--- config.mk ---
export PLATFORM = sky130hd
export DESIGN_NAME = fft_frame_loader_flat
export DESIGN_NICKNAME = d
export VERILOG_FILES = /design/src/rtl/fft_frame_loader_if.sv /design/src/rtl/fft_frame_loader.sv /design/src/flat_wrapper.sv
export SDC_FILE = /design/constraint.sdc
export NUM_CORES = 1
export LEC_CHECK = 0
export ABC_CLOCK_PERIOD_IN_PS = 1900
export BUFFER_PORTS_ARGS = -buffer_cell sky130_fd_sc_hd__buf_2
export CORE_MARGIN = 5
export CORE_UTILIZATION = 35
export DETAILED_ROUTE_END_ITERATION = 6
export PLACE_DENSITY_LB_ADDON = 0.12
export SYNTH_ARGS = -nofsm -noshare
export SYNTH_HDL_FRONTEND = slang
export SYNTH_SLANG_ARGS = --single-unit
--- constraint.sdc ---
create_clock -name clk -period 1.9 [get_ports clk]
set_input_delay 0.19 -clock clk [delete_from_list [all_inputs] [get_ports clk]]
set_output_delay 0.19 -clock clk [all_outputs]
set_load 0.03 [all_outputs]
--- src/rtl/fft_frame_loader_if.sv ---
// ============================================================================
//  Module      : fft_frame_loader_if
//  Description : Sample-in / frame-out bundle for the FFT frame loader.
//                master = sample source and frame consumer, slave = loader.
//  Revision    : 1.0  initial release
// ============================================================================
`default_nettype none

interface fft_frame_loader_if #(
  parameter int FCNT_W = 16
);
  logic [11:0]       sample_in;
  logic              sample_valid;
  logic              flush;
  logic [11:0]       x_0;
  logic [11:0]       x_1;
  logic [11:0]       x_2;
  logic [11:0]       x_3;
  logic [11:0]       x_4;
  logic [11:0]       x_5;
  logic [11:0]       x_6;
  logic [11:0]       x_7;
  logic              frame_valid;
  logic              filling;
  logic [FCNT_W-1:0] frame_cnt;

  modport master (
    output sample_in, sample_valid, flush,
    input  x_0, x_1, x_2, x_3, x_4, x_5, x_6, x_7,
    input  frame_valid, filling, frame_cnt
  );

  modport slave (
    input  sample_in, sample_valid, flush,
    output x_0, x_1, x_2, x_3, x_4, x_5, x_6, x_7,
    output frame_valid, filling, frame_cnt
  );
endinterface

`default_nettype wire

--- src/rtl/fft_frame_loader.sv ---
// ============================================================================
//  Module      : fft_frame_loader
//  Description : Sliding 8-sample window feeding an 8-point FFT. Converts
//                offset-binary codes to two's complement and snapshots the
//                window onto x_0..x_7 every HOP accepted samples.
//  Revision    : 1.0  initial release
// ============================================================================
`default_nettype none

module fft_frame_loader #(
  parameter int HOP        = 4,
  parameter bit OFFSET_BIN = 1'b1,
  parameter int FCNT_W     = 16
) (
  input  logic              clk,
  input  logic              rst_n,
  fft_frame_loader_if.slave bus
);

  localparam logic [0:0] c_ST_FILL   = 1'b0;
  localparam logic [0:0] c_ST_RUN    = 1'b1;
  localparam logic [2:0] c_FILL_LAST = 3'd7;
  localparam logic [2:0] c_HOP_LAST  = 3'(HOP - 1);

  logic [0:0]        r_state;
  logic [0:0]        w_state_nxt;
  logic [2:0]        r_fill_cnt;
  logic [2:0]        r_hop_cnt;
  logic [11:0]       r_win [8];
  logic [11:0]       w_nw  [8];
  logic [11:0]       r_x   [8];
  logic              r_frame_valid;
  logic [FCNT_W-1:0] r_frame_cnt;
  logic [11:0]       w_conv;
  logic              w_accept;
  logic              w_snap;

  // A flush drops any sample presented alongside it.
  assign w_accept = bus.sample_valid & ~bus.flush;

  // Offset binary to two's complement is just an MSB flip.
  assign w_conv = OFFSET_BIN ? {~bus.sample_in[11], bus.sample_in[10:0]} : bus.sample_in;

  // Window as it will look after this edge's shift; this is what a snapshot copies.
  always_comb begin
    for (int k = 0; k < 7; k++) begin
      w_nw[k] = r_win[k+1];
    end
    w_nw[7] = w_conv;
  end

  // State register.
  always_ff @(posedge clk or negedge rst_n) begin
    if (!rst_n) r_state <= c_ST_FILL;
    else        r_state <= w_state_nxt;
  end

  // Next state: leave FILL on the 8th accepted sample, return on flush.
  always_comb begin
    w_state_nxt = r_state;
    if (bus.flush) begin
      w_state_nxt = c_ST_FILL;
    end else if (r_state == c_ST_FILL && w_accept && r_fill_cnt == c_FILL_LAST) begin
      w_state_nxt = c_ST_RUN;
    end
  end

  // Snapshot decode: window just became full, or the hop count is complete.
  always_comb begin
    w_snap = 1'b0;
    case (r_state)
      c_ST_FILL: w_snap = w_accept && (r_fill_cnt == c_FILL_LAST);
      c_ST_RUN:  w_snap = w_accept && (r_hop_cnt == c_HOP_LAST);
      default:   w_snap = 1'b0;
    endcase
  end

  // Fill and hop counters; hop_cnt is held at 0 throughout FILL.
  always_ff @(posedge clk or negedge rst_n) begin
    if (!rst_n) begin
      r_fill_cnt <= 3'd0;
      r_hop_cnt  <= 3'd0;
    end else if (bus.flush) begin
      r_fill_cnt <= 3'd0;
      r_hop_cnt  <= 3'd0;
    end else if (w_accept) begin
      if (r_state == c_ST_FILL) begin
        r_fill_cnt <= r_fill_cnt + 3'd1;
      end else begin
        r_hop_cnt <= w_snap ? 3'd0 : r_hop_cnt + 3'd1;
      end
    end
  end

  // Sliding window shift register, oldest sample at index 0.
  always_ff @(posedge clk or negedge rst_n) begin
    if (!rst_n) begin
      for (int k = 0; k < 8; k++) r_win[k] <= 12'd0;
    end else if (bus.flush) begin
      for (int k = 0; k < 8; k++) r_win[k] <= 12'd0;
    end else if (w_accept) begin
      for (int k = 0; k < 8; k++) r_win[k] <= w_nw[k];
    end
  end

  // Output snapshot, frame strobe and frame counter; x_* survive a flush.
  always_ff @(posedge clk or negedge rst_n) begin
    if (!rst_n) begin
      for (int k = 0; k < 8; k++) r_x[k] <= 12'd0;
      r_frame_valid <= 1'b0;
      r_frame_cnt   <= '0;
    end else begin
      r_frame_valid <= w_snap;
      if (w_snap) begin
        for (int k = 0; k < 8; k++) r_x[k] <= w_nw[k];
        r_frame_cnt <= r_frame_cnt + FCNT_W'(1);
      end
    end
  end

  assign bus.x_0         = r_x[0];
  assign bus.x_1         = r_x[1];
  assign bus.x_2         = r_x[2];
  assign bus.x_3         = r_x[3];
  assign bus.x_4         = r_x[4];
  assign bus.x_5         = r_x[5];
  assign bus.x_6         = r_x[6];
  assign bus.x_7         = r_x[7];
  assign bus.frame_valid = r_frame_valid;
  assign bus.filling     = (r_state == c_ST_FILL);
  assign bus.frame_cnt   = r_frame_cnt;

endmodule

`default_nettype wire

--- src/flat_wrapper.sv ---
// flat-port wrapper written by rule: the top's interface ports become plain ports
module fft_frame_loader_flat 
#(
  parameter int HOP        = 4,
  parameter bit OFFSET_BIN = 1'b1,
  parameter int FCNT_W     = 16
)
  (clk, rst_n, bus_sample_in, bus_sample_valid, bus_flush, bus_x_0, bus_x_1, bus_x_2, bus_x_3, bus_x_4, bus_x_5, bus_x_6, bus_x_7, bus_frame_valid, bus_filling, bus_frame_cnt);
  fft_frame_loader_if #(.FCNT_W(FCNT_W)) bus_i ();
  input  logic clk;
  input  logic rst_n;
  input wire logic [$bits(bus_i.sample_in)-1:0] bus_sample_in;
  input wire logic [$bits(bus_i.sample_valid)-1:0] bus_sample_valid;
  input wire logic [$bits(bus_i.flush)-1:0] bus_flush;
  output wire logic [$bits(bus_i.x_0)-1:0] bus_x_0;
  output wire logic [$bits(bus_i.x_1)-1:0] bus_x_1;
  output wire logic [$bits(bus_i.x_2)-1:0] bus_x_2;
  output wire logic [$bits(bus_i.x_3)-1:0] bus_x_3;
  output wire logic [$bits(bus_i.x_4)-1:0] bus_x_4;
  output wire logic [$bits(bus_i.x_5)-1:0] bus_x_5;
  output wire logic [$bits(bus_i.x_6)-1:0] bus_x_6;
  output wire logic [$bits(bus_i.x_7)-1:0] bus_x_7;
  output wire logic [$bits(bus_i.frame_valid)-1:0] bus_frame_valid;
  output wire logic [$bits(bus_i.filling)-1:0] bus_filling;
  output wire logic [$bits(bus_i.frame_cnt)-1:0] bus_frame_cnt;
  assign bus_i.sample_in = bus_sample_in;
  assign bus_i.sample_valid = bus_sample_valid;
  assign bus_i.flush = bus_flush;
  assign bus_x_0 = bus_i.x_0;
  assign bus_x_1 = bus_i.x_1;
  assign bus_x_2 = bus_i.x_2;
  assign bus_x_3 = bus_i.x_3;
  assign bus_x_4 = bus_i.x_4;
  assign bus_x_5 = bus_i.x_5;
  assign bus_x_6 = bus_i.x_6;
  assign bus_x_7 = bus_i.x_7;
  assign bus_frame_valid = bus_i.frame_valid;
  assign bus_filling = bus_i.filling;
  assign bus_frame_cnt = bus_i.frame_cnt;
  fft_frame_loader #(.HOP(HOP), .OFFSET_BIN(OFFSET_BIN), .FCNT_W(FCNT_W)) u_core (.clk(clk), .rst_n(rst_n), .bus(bus_i));
endmodule
# Word-level counts from Yosys, hierarchy flattened
# Cells that the tools add are included.
[totals]
regBits = 204
latchBits = 0
mem_bits_rw = 0
mem_bits_ro = 0
input_bits = 16
out_inout_bits = 114
wordCells = 51
n_memories = 0
[classes]
addsub = 3
n_mul = 0
n_div = 0
order_cmp = 0
n_eq_ne = 3
n_shift = 0
muxes = 12
bitwise = 4
reduce_logical = 9
[op_table]
columns = ["operator", "count"]
rows = [
  ["two-way mux 84 bit", 2],
  ["two-way mux 3 bit", 7],
  ["adder 16 x 1 -> 16 bit, second input constant", 1],
  ["adder 3 x 1 -> 3 bit, second input constant", 2],
  ["nonzero test 2 bit", 3],
  ["logical AND 1 bit", 4],
  ["AND reduction 2 bit", 2],
  ["== test 3 x 2 -> 1 bit, second input constant", 1],
  ["== test 3 bit, second input constant", 1],
  ["inverter 1 bit", 3],
  ["two-way mux 1 bit", 2],
  ["inequality test 2 bit, second input constant", 1],
  ["case mux 1 bit (2 select lines)", 1],
  ["bitwise AND 1 bit", 1],
]

# Longest topological paths before layout
# Gate-level depths: netlist of run 1.
[logic_depth]
depth_word = 8
ltp_mapped = 9
mapped_depth_nobuf = 7

# Worst setup path after synthesis of run 1
# OpenSTA, ideal clock, no wires.
[synth_timing]
path_type = "register to register"
startpoint = "register u_core.r_hop_cnt[0]"
endpoint = "register u_core.r_x, in the netlist u_core.bus.x_1[0]"
setup_ns = 0.125
t_arrival_ns = 1.723
required_time_ns = 1.775
setup_slack_ns = 0.052
path_stages_with_launch = 8
n_path_buf = 2
period_less_slack_ns = 1.848
cell_sequence = "dfrtp_1 > ha_1 > ha_1 > mux2i_1 > or2_1 > buf_6 > clkbuf_8 > mux2_2"
[synth_between]
elab_chain_cells = 3
[synth_rtl]
columns = ["item", "line", "rtl"]
rows = [
  ["from (decl)", "fft_frame_loader.sv:28", "logic [2:0] r_hop_cnt;"],
  ["from (signal assigned)", "fft_frame_loader.sv:90", "r_hop_cnt <= w_snap ? 3'd0 : r_hop_cnt + 3'd1;"],
  ["== test 3 x 2 -> 1 bit", "fft_frame_loader.sv:73", "c_ST_RUN: w_snap = w_accept && (r_hop_cnt == c_HOP_LAST);"],
  ["logical AND 1 bit", "fft_frame_loader.sv:73", ""],
  ["case mux 1 bit (2 select lines)", "fft_frame_loader.sv:71", "case (r_state)"],
  ["to (decl)", "fft_frame_loader.sv:31", "logic [11:0] r_x [8];"],
]
# No other way between the ends.
# A chain may end at the register's enable or synchronous reset.

# Worst setup path after layout of run 1
[layout_timing]
startpoint = "register u_core.r_hop_cnt[1]"
endpoint = "register u_core.r_x, in the netlist u_core.bus.x_2[11]"
# The elaborated chain is that of the path after synthesis.

==> results by group, run 1 <==
Yosys
  • Syn Std Cell Area: 0.00808 mm^2
  • Top cell type by total area after synthesis: dfrtp_1
  • Area contributors post-synth: dfrtp_1 (63%), mux2_2 (13%), mux2i_1 (11%), nor2_1 (4.4%), clkbuf_8 (1.4%)
  • Post-Syn Nets: 597
  • Cells after Synth: 576
  • Yosys reg bits: 204
  • Post-synth top area share: 0.632
  • Synth warn: 0
  • Synth cell types: 27
  • Sequential area share after synthesis: 0.632
  • Avg Cell Area, Syn: 14.0 um^2

Layout
  • Fillers: 2059
  • Diodes inserted: 0
  • Final Cell Area: 0.0103 mm^2
  • Area growth, synth to finish: 27.8%
  • Final layout net count: 764
  • Largest register FFs: 84
  • Largest Register: u_core.r_win
  • Share of cells above drive strength 1: 0.390

Global route
  • Initial antenna violation count: 0
  • Vias in the first global route: 5347
  • Global-route wire length before repair: 29.6 mm
  • Total track usage: 0.138
  • GRT Residual Overflow: 0
  • Largest net degree at the start of global routing: 92

Place
  • Post-detail-place hpwl: 11.5 mm
  • RD Place Congestion: 0.759
  • IO buf count: 129
  • Dpl ws: -0.0507 ns
  • Cell Area, Placed: 0.00907 mm^2

STA
  • Final period util: 1.00
  • Final hold vios: 0
  • Fmax: 0.526 GHz
  • Layout Skew: 0.00668 ns
  • RSZ-0062 raised after global routing: true
  • Setup-failing EPs final: 1
  • Fin crit period: 1.90 ns
  • Rel. slew slack: 0.304
  • Max Transition Viols Final: 0
  • PnR worst setup slack: -0.000356 ns
  • Tightest Pin Transition: 1.04 ns

Power
  • PD cells: 858 mW/mm^2
  • Peak supply drop: 0.640 mV
  • Leakage: 5.68 nW

Worst setup path
  • CP Launch Type: flop
  • Critical path class: flop to flop
  • Max FO, Critical Path: 6
  • CP endpoint kind: flop
  • Worst Path Arrival: 2.27 ns
  • Data required, critical path: 2.27 ns

Status
  • Outcome: finished, violations left
  • Failing checks: negative setup slack

CTS
  • Htree depth: 1
  • Worst-path clk slew: 0.05 ns
  • Clock root buffer: clkbuf_16
  • Later-pin clock latency in the skew report: 0.49 ns
  • TritonCTS Sinks: 204
  • CTS Buf Count: 23
  • Clock Tree Buf Depth: 3
  • CTS tree: done

Die
  • # rows: 55
  • Initial Util: 0.356
  • Die area: 0.0262 mm^2
  • Core footprint: 0.0227 mm^2
  • Die W: 162 um
  • I/O pin count: 130
  • Die height: 162 um

Drt
  • ANT nets after route: 0
  • Drt total wl: 18.5 mm
  • Vias per std cell: 4.71
  • Wire per inst: 17.7 um
  • Pre-antenna DRT Iters: 4
  • Residual DRC: 0
  • Initial drt markers: 316
  • Vias: 4904

Min path
  • Hold Path Class: primary input to asynchronous set/reset pin

Job
  • Max-cap violations: 0
==> cells in the final DEF (no fill, tap or decap), types with 5 or more instances in the layout <==
cell / synthesis / final
nor2_1: 94 / 94
xnor2_1: 12 / 12
buf_4: 0 / 14
nand2_1: 16 / 16
dlygate4sd3_1: 0 / 13
mux2_2: 95 / 55
clkbuf_8: 8 / 5
nor3_1: 5 / 5
buf_12: 1 / 11
mux2_4: 0 / 40
clkbuf_1: 9 / 7
buf_2: 10 / 126
nand4_1: 7 / 7
clkbuf_16: 0 / 26
dfrtp_1: 204 / 204
mux2i_1: 86 / 85
==> cell type report <==
class / count / area (um^2) / area share
Sequential cell: 204 / 5100 / 0.494
Multi-Input combinational cell: 337 / 2900 / 0.280
Timing Repair Buffer: 173 / 1250 / 0.121
Clock buffer: 35 / 671 / 0.0649
Tap cell: 285 / 357 / 0.0345
Inverter: 4 / 31.3 / 0.00303
Clock inverter: 3 / 15.0 / 0.00145
==> worst paths after layout <==
kind	from	to	slack, ns	depth (start not counted)
worst max-delay path	u_core.r_hop_cnt[1]	u_core.bus.x_2[11]	-0.0004	7
worst min-delay path	rst_n	u_core.bus.x_0[10]	0.17	2
worst max register to register	u_core.r_hop_cnt[1]	u_core.bus.x_2[11]	-0.0004	7
worst min register to register	u_core.bus.frame_cnt[15]	u_core.bus.frame_cnt[15]	0.47	1
max in group asynchronous	rst_n	u_core.bus.x_3[11]	1.08	3
min in group clk	bus_sample_valid	u_core.r_win[11]	0.26	4
==> worst max-delay path, stage by stage, from the launching register on <==
cell       delay [ns]
dfrtp_1          0.39
ha_2             0.21
ha_4             0.16
mux2i_2          0.16
or2_4            0.24
buf_8            0.16
clkbuf_16        0.16
mux2_4           0.29
==> layer usage <==
metal / GRT usage / vias to the layer above / part of all wire
li1: - / 2299 / -
met1: 0.183 / 2479 / 0.45
met2: 0.230 / 104 / 0.47
met3: 0.0348 / 22 / 0.053
met4: 0.0327 / 0 / 0.021
met5: 0 / - / 0
==> power breakdown <==
group | switching [mW] | leakage (nW) | internal, mW
Sequential | 0.0435 | 2.83 | 4.40
Clock | 1.61 | 0.339 | 2.40
Combinational | 0.250 | 2.51 | 0.149
==> metrics by stage <==
step | TNS [ns] | util | total power [mW] | cells | hold WS, ns
4_1_cts | -0.317 | 0.443 | 9.03 | 1034 | 0.166
3_5_place_dp | -2.05 | 0.399 | 4.89 | 973 | 0.0936
2_1_floorplan | 0 | - | 4.70 | 576 | -0.106
3_3_place_gp | 0 | 0.399 | 4.88 | 973 | 0.0947
5_1_grt | -3.38 | 0.455 | 9.23 | 1041 | 0.188
6_report | -0.000356 | 0.455 | 8.86 | 1041 | 0.172
==> synthesized netlist by cell type <==
library cell	number
nor2_1	94
nor3_1	5
nor3b_1	1
mux2i_1	86
buf_6	1
xnor2_1	12
buf_2	10
inv_8	1
xor2_1	4
a21oi_1	4
buf_8	1
nand4_1	7
ha_1	5
nor3_4	2
nand2b_1	1
o21ai_0	1
buf_12	1
a211oi_1	1
or2_1	1
inv_1	3
nand2_1	16
nand3_1	2
clkbuf_8	8
dfrtp_1	204
clkbuf_1	9
mux2_2	95
buf_1	1
==> what timing repair did <==
item	in CTS	in global routing
gates cloned	2	4
setup endpoints to repair	91	87
hold buffers	13	0
pin swaps	1	5
setup buffers	8	4
gates resized for setup	9	46
hold endpoints to repair	228	0
==> kinds of logic (layout without fill, tap and decap cells) <==
kind of cell | Yosys count | after routing | share of synthesized area
DFF | 204 | 204 | 0.632
muxes | 181 | 181 | 0.239
and+or+nand+nor | 129 | 129 | 0.0673
buffers and inverters | 35 | 215 | 0.0330
xor gates and xnor gates | 16 | 16 | 0.0173
AOI/OAI and AO/OA | 6 | 6 | 0.00403
adders and majority gates | 5 | 5 | 0.00774
(Power assumes the default switching activity.)
==> inputs of run 2 (changes only) <==
- ABC_AREA: default -> 1
==> run 2 against run 1 <==
The run now ends clean; register-to-register slack improved by 0.22 ns; clock skew rose by 0.010 ns; total power rose by 6.1%; clock-buffer cell count fell by 2; core utilization fell by 0.93 points; critical endpoint is now u_core.bus.x_4[2]; largest cell class unchanged.
==> results by group, run 2 <==
CTS
  • Later-pin clock latency in the skew report: 0.51 ns
  • Clock root buffer: clkbuf_16
  • CTS tree: done
  • TritonCTS Sinks: 204
  • Clock Tree Buf Depth: 3
  • Htree depth: 1
  • Worst-path clk slew: 0.06 ns
  • CTS Buf Count: 24

Yosys
  • Synth cell types: 24
  • Synth warn: 0
  • Area contributors post-synth: dfrtp_1 (66%), nand2_1 (7.7%), o22ai_1 (6.8%), o21ai_0 (6.2%), inv_1 (5.4%)
  • Avg Cell Area, Syn: 10.4 um^2
  • Post-Syn Nets: 768
  • Commonest cells post-synth: dfrtp_1 (204), nand2_1 (158), inv_1 (112), o21ai_0 (96), o22ai_1 (84)
  • Yosys reg bits: 204
  • Post-synth top area share: 0.660
  • Most common cell in the netlist: dfrtp_1
  • Top_reg_cell synth: dfrtp_1
  • Async set-reset flop share out of synthesis: 1.00
  • Cells after Synth: 747
  • Syn Std Cell Area: 0.00774 mm^2
  • Number of synthesized flops with an enable pin: 0
  • Sequential area share after synthesis: 0.660
  • Top cell type by total area after synthesis: dfrtp_1

Die
  • Core footprint: 0.0218 mm^2
  • Die height: 159 um
  • Die W: 159 um
  • Die area: 0.0252 mm^2
  • I/O pin count: 130
  • Initial Util: 0.354
  • # rows: 54

Global route
  • Total track usage: 0.141
  • Largest net degree at the start of global routing: 62
  • GRT Residual Overflow: 0
  • Global-route wire length before repair: 28.8 mm
  • Initial antenna violation count: 0
  • Vias in the first global route: 5315

Layout
  • Largest Register: u_core.r_win
  • Fillers: 2118
  • Most common cell after layout, fill and taps aside: dfrtp_1
  • Final Cell Area: 0.00972 mm^2
  • Share of cells above drive strength 1: 0.219
  • Final layout net count: 912
  • Largest register FFs: 84
  • Post-route insts no fill: 1189
  • Area growth, synth to finish: 25.7%
  • Final core utilization: 0.445
  • Commonest non-fill, non-tap cells in the layout: dfrtp_1 (204), nand2_1 (157), buf_2 (128)
  • Diodes inserted: 0

Place
  • IO buf count: 129
  • Placed insts: 1132
  • RD Place Congestion: 0.719
  • Post-detail-place hpwl: 11.7 mm
  • Dpl ws: 0.213 ns
  • Cell Area, Placed: 0.00877 mm^2

Worst setup path
  • Cell chain of the critical path: ha_1 -> ha_1 -> nand2_1 -> nand2_2 -> nand2_8 -> buf_12 -> nand2_1 -> o21ai_0
  • Reg-to-reg endpoint: u_core.bus.x_4[2]
  • CP Launch Type: flop
  • R2R setup slack: 0.22 ns
  • CP endpoint kind: flop
  • Data required, critical path: 2.33 ns
  • CP Launch Point: u_core.r_hop_cnt[0]
  • Max FO, Critical Path: 60
  • Slowest CP cell: dfrtp_1
  • Critical path class: flop to flop
  • Reg2reg path depth: 8
  • RR Startpoint: u_core.r_hop_cnt[0]
  • Slowest stage delay, CP: 0.40 ns
  • Worst Path Arrival: 2.10 ns

Drt
  • Wire per inst: 14.9 um
  • Pre-antenna DRT Iters: 4
  • Initial drt markers: 246
  • ANT nets after route: 0
  • Vias per std cell: 4.54
  • Residual DRC: 0
  • Drt total wl: 17.7 mm
  • Vias: 5398

Power
  • Peak supply drop: 0.543 mV
  • PD cells: 967 mW/mm^2
  • Power after layout: 9.40 mW
  • Leakage: 4.83 nW

Min path
  • Hold Path Class: primary input to flop
  • Worst hold endpoint: u_core.r_hop_cnt[1]
  • Hold Crit Start: bus_sample_valid
  • Hold-critical path depth: 4

STA
  • Fmax: 0.596 GHz
  • Max Transition Viols Final: 0
  • Fin crit period: 1.68 ns
  • Layout Skew: 0.0171 ns
  • RSZ-0062 raised after global routing: false
  • Setup Total Neg Slack: 0 ns
  • Tightest Pin Transition: 0.433 ns
  • Rel. slew slack: 0.711
  • Final period util: 0.883
  • WHS: 0.0446 ns
  • Setup-failing EPs final: 0
  • Final hold vios: 0
  • PnR worst setup slack: 0.222 ns

Job
  • Max-cap violations: 0

Status
  • Outcome: finished clean
[run 2: changes by cell type after synthesis, moves of 5 or more]
cell,change
inv_1,+109
nor3_1,-5
nand3_1,+8
buf_4,+11
nand2_1,+142
clkbuf_8,-8
mux2i_1,-86
mux2_2,-95
xnor2_1,-12
o22ai_1,+84
nor2_1,-81
nand4_1,-6
buf_2,+11
o21ai_0,+95
[run 2: worst max-delay path by stage]
stage,end,cells past startpoint
2_1_floorplan,u_core.bus.frame_cnt[4],9
3_3_place_gp,u_core.bus.x_4[2],8
5_1_grt,u_core.bus.x_6[10],8
4_1_cts,u_core.bus.x_4[2],8
6_report,u_core.bus.x_4[2],8
3_5_place_dp,u_core.bus.x_4[2],7
[run 2: where the power goes]
group	internal, mW	leakage [nW]	switching, mW
sequential	4.38	2.83	0.0105
clock	2.87	0.392	1.82
combinational	0.100	1.61	0.218
[run 2: layer usage]
| layer | routed length, um | vias to the layer above | GRT usage | share of wire |
|---|---|---|---|---|
| met2 | 7950 | 120 | 0.218 | 0.45 |
| met5 | 0 | - | 0 | 0 |
| met4 | 246 | 0 | 0.0297 | 0.014 |
| met1 | 8470 | 2545 | 0.206 | 0.48 |
| li1 | - | 2710 | - | - |
| met3 | 1040 | 23 | 0.0326 | 0.059 |
[run 2: logic make-up after synthesis]
logic type                 synth area share
AOI/OAI and AO/OA                     0.134
xor gates and xnor gates            0.00873
adders and majority gates           0.00809
buffers and inverters                0.0864
DFF                                   0.660
and+or+nand+nor                       0.103
[run 2: cell type report]
cell class,instances,area [um^2],area share
tap,280,350,0.0360
clock buffer,33,664,0.0683
sequential,204,5100,0.525
inverter,114,429,0.0441
clock inverter,11,155,0.0160
timing repair buffer,159,1040,0.107
multi-input combinational,388,1980,0.204
[run 2: critical path: cells and delay by family (launching register included)]
kind	cells	cell delay, ns
AOI/OAI and AO/OA	1	0.09
buffers and inverters	1	0.25
DFF	1	0.40
adders and majority gates	2	0.39
and+or+nand+nor	4	0.43
[run 2: timing repair]
action | in CTS | in global routing
hold buffers | 13 | 0
hold endpoints to repair | 195 | 0
buffers inserted | 0 | 0
resized for setup | 0 | 0
==> inputs of run 3 (changes only) <==
- RECOVER_POWER: default -> 100
==> run 3 against run 2 <==
Die area unchanged; critical path depth is 1 lower; sequential cell count stayed put; wire length rose by 0.48%; first-iteration DRC count increased by 14%; global-route usage stayed put; clock-buffer cell count did not move; total power is 0.22% lower; via count increased by 0.78%; largest power group unchanged.
==> results by group, run 3 (synthesis gave the netlist of run 2 again) <==
Power
  • Peak supply drop: 0.540 mV
  • Power after layout: 9.38 mW
  • PD cells: 990 mW/mm^2
  • Leakage: 4.30 nW

Place
  • IO buf count: 129
  • Post-detail-place hpwl: 11.7 mm
  • RD Place Congestion: 0.719

Global route
  • Global-route met1 utilization: 0.206
  • Met2 Use GR: 0.218
  • Largest net degree at the start of global routing: 62
  • Initial antenna violation count: 0
  • M3 GR Usage: 0.0326
  • Global routing's busiest layer: met2
  • Vias in the first global route: 5315
  • Global-route wire length before repair: 28.8 mm
  • GRT Residual Overflow: 0
  • Total track usage: 0.141

Drt
  • Pre-antenna DRT Iters: 4
  • Vias: 5440
  • Vias per std cell: 4.58
  • ANT nets after route: 0
  • Drt total wl: 17.8 mm
  • Wire per inst: 15.0 um
  • Initial drt markers: 281
  • Residual DRC: 0

Worst setup path
  • Critical path class: flop to flop
  • Data required, critical path: 2.27 ns
  • Worst Path Arrival: 2.05 ns
  • CP endpoint kind: flop
  • R2R setup slack: 0.22 ns
  • CP Launch Point: u_core.r_hop_cnt[0]
  • CP Launch Type: flop
  • Reg2reg path depth: 7
  • Max FO, Critical Path: 18
  • RR Startpoint: u_core.r_hop_cnt[0]
  • Reg-to-reg endpoint: u_core.bus.x_2[4]

Min path
  • Hold Path Class: primary input to flop
  • Worst hold endpoint: u_core.r_fill_cnt[1]
  • Hold-critical path depth: 4
  • Hold Crit Start: bus_flush

CTS
  • TritonCTS Sinks: 204
  • Post-CTS sizing: 0
  • Htree depth: 1
  • Worst-path clk slew: 0.06 ns
  • CTS Buf Count: 24
  • Later-pin clock latency in the skew report: 0.51 ns
  • Post-CTS Setup Bufs: 0
  • Clock root buffer: clkbuf_16
  • CTS tree: done
  • Clock Tree Buf Depth: 3
  • Hold Buf Count CTS: 13

STA
  • Rel. slew slack: 0.107
  • Setup-failing EPs final: 0
  • Layout Skew: 0.0156 ns
  • Final period util: 0.884
  • Max Transition Viols Final: 0
  • Fin crit period: 1.68 ns
  • Setup Total Neg Slack: 0 ns
  • Final hold vios: 0
  • Tightest Pin Transition: 1.34 ns
  • RSZ-0062 raised after global routing: false
  • Fmax: 0.595 GHz

Layout
  • Area growth, synth to finish: 22.5%
  • Diodes inserted: 0
  • Final layout net count: 912
  • Commonest non-fill, non-tap cells in the layout: dfrtp_1 (204), nand2_1 (158), clkbuf_1 (121)
  • Share of cells above drive strength 1: 0.0869
  • Final core utilization: 0.434
  • Largest register FFs: 84
  • Largest Register: u_core.r_win
  • Most common cell after layout, fill and taps aside: dfrtp_1

Die
  • Initial Util: 0.354
  • I/O pin count: 130
  • # rows: 54
  • Die height: 159 um
  • Die W: 159 um
  • Die area: 0.0252 mm^2
  • Core footprint: 0.0218 mm^2

Job
  • Max-cap violations: 0

Status
  • Outcome: finished clean
-- run 3: how the worst max path moves through the flow --
stage,to,slack (ns),cells after the start
3_3_place_gp,u_core.bus.x_4[2],0.27,8
3_5_place_dp,u_core.bus.x_4[2],0.21,7
6_report,u_core.bus.x_2[4],0.22,7
5_1_grt,u_core.bus.x_4[7],0.05,8
4_1_cts,u_core.bus.x_4[2],0.20,8
2_1_floorplan,u_core.bus.frame_cnt[4],0.39,9
-- run 3: final cells by class --
type | count | area [um^2]
Tap cell | 280 | 350
Fill cell | 2186 | 12300
Multi-Input combinational cell | 388 | 1960
Sequential cell | 204 | 5100
Clock inverter | 11 | 155
Inverter | 114 | 429
Clock buffer | 33 | 664
Timing Repair Buffer | 159 | 812
-- run 3: layer usage --
metal	vias up	wire, um	part of all wire
met4	0	263	0.015
li1	2706	-	-
met3	26	1040	0.059
met2	128	7920	0.45
met5	-	0	0
met1	2580	8570	0.48
-- run 3: report_power, final --
part	internal, mW	total (mW)	switching, mW
sequential	4.38	4.39	0.0105
combinational	0.0819	0.297	0.215
clock	2.87	4.69	1.82
-- run 3: critical path: stages (launching register included) --
cell and delay (ns):
dfrtp_1 0.40, ha_1 0.21, ha_1 0.18, nand2_1 0.08, nand2_2 0.09, nand2_8 0.16
clkbuf_2 0.32, o21ai_0 0.12
-- run 3: stage by stage --
stage          cells  instance area (um^2)  worst slack, ns  hold slack, ns
2_1_floorplan    747                  7740            0.393          -0.106
3_3_place_gp    1132                  8770            0.265           0.150
3_5_place_dp    1132                  8770            0.213           0.152
4_1_cts         1189                  9720            0.199          0.0264
5_1_grt         1189                  9470           0.0471          0.0448
6_report        1189                  9470            0.220          0.0529
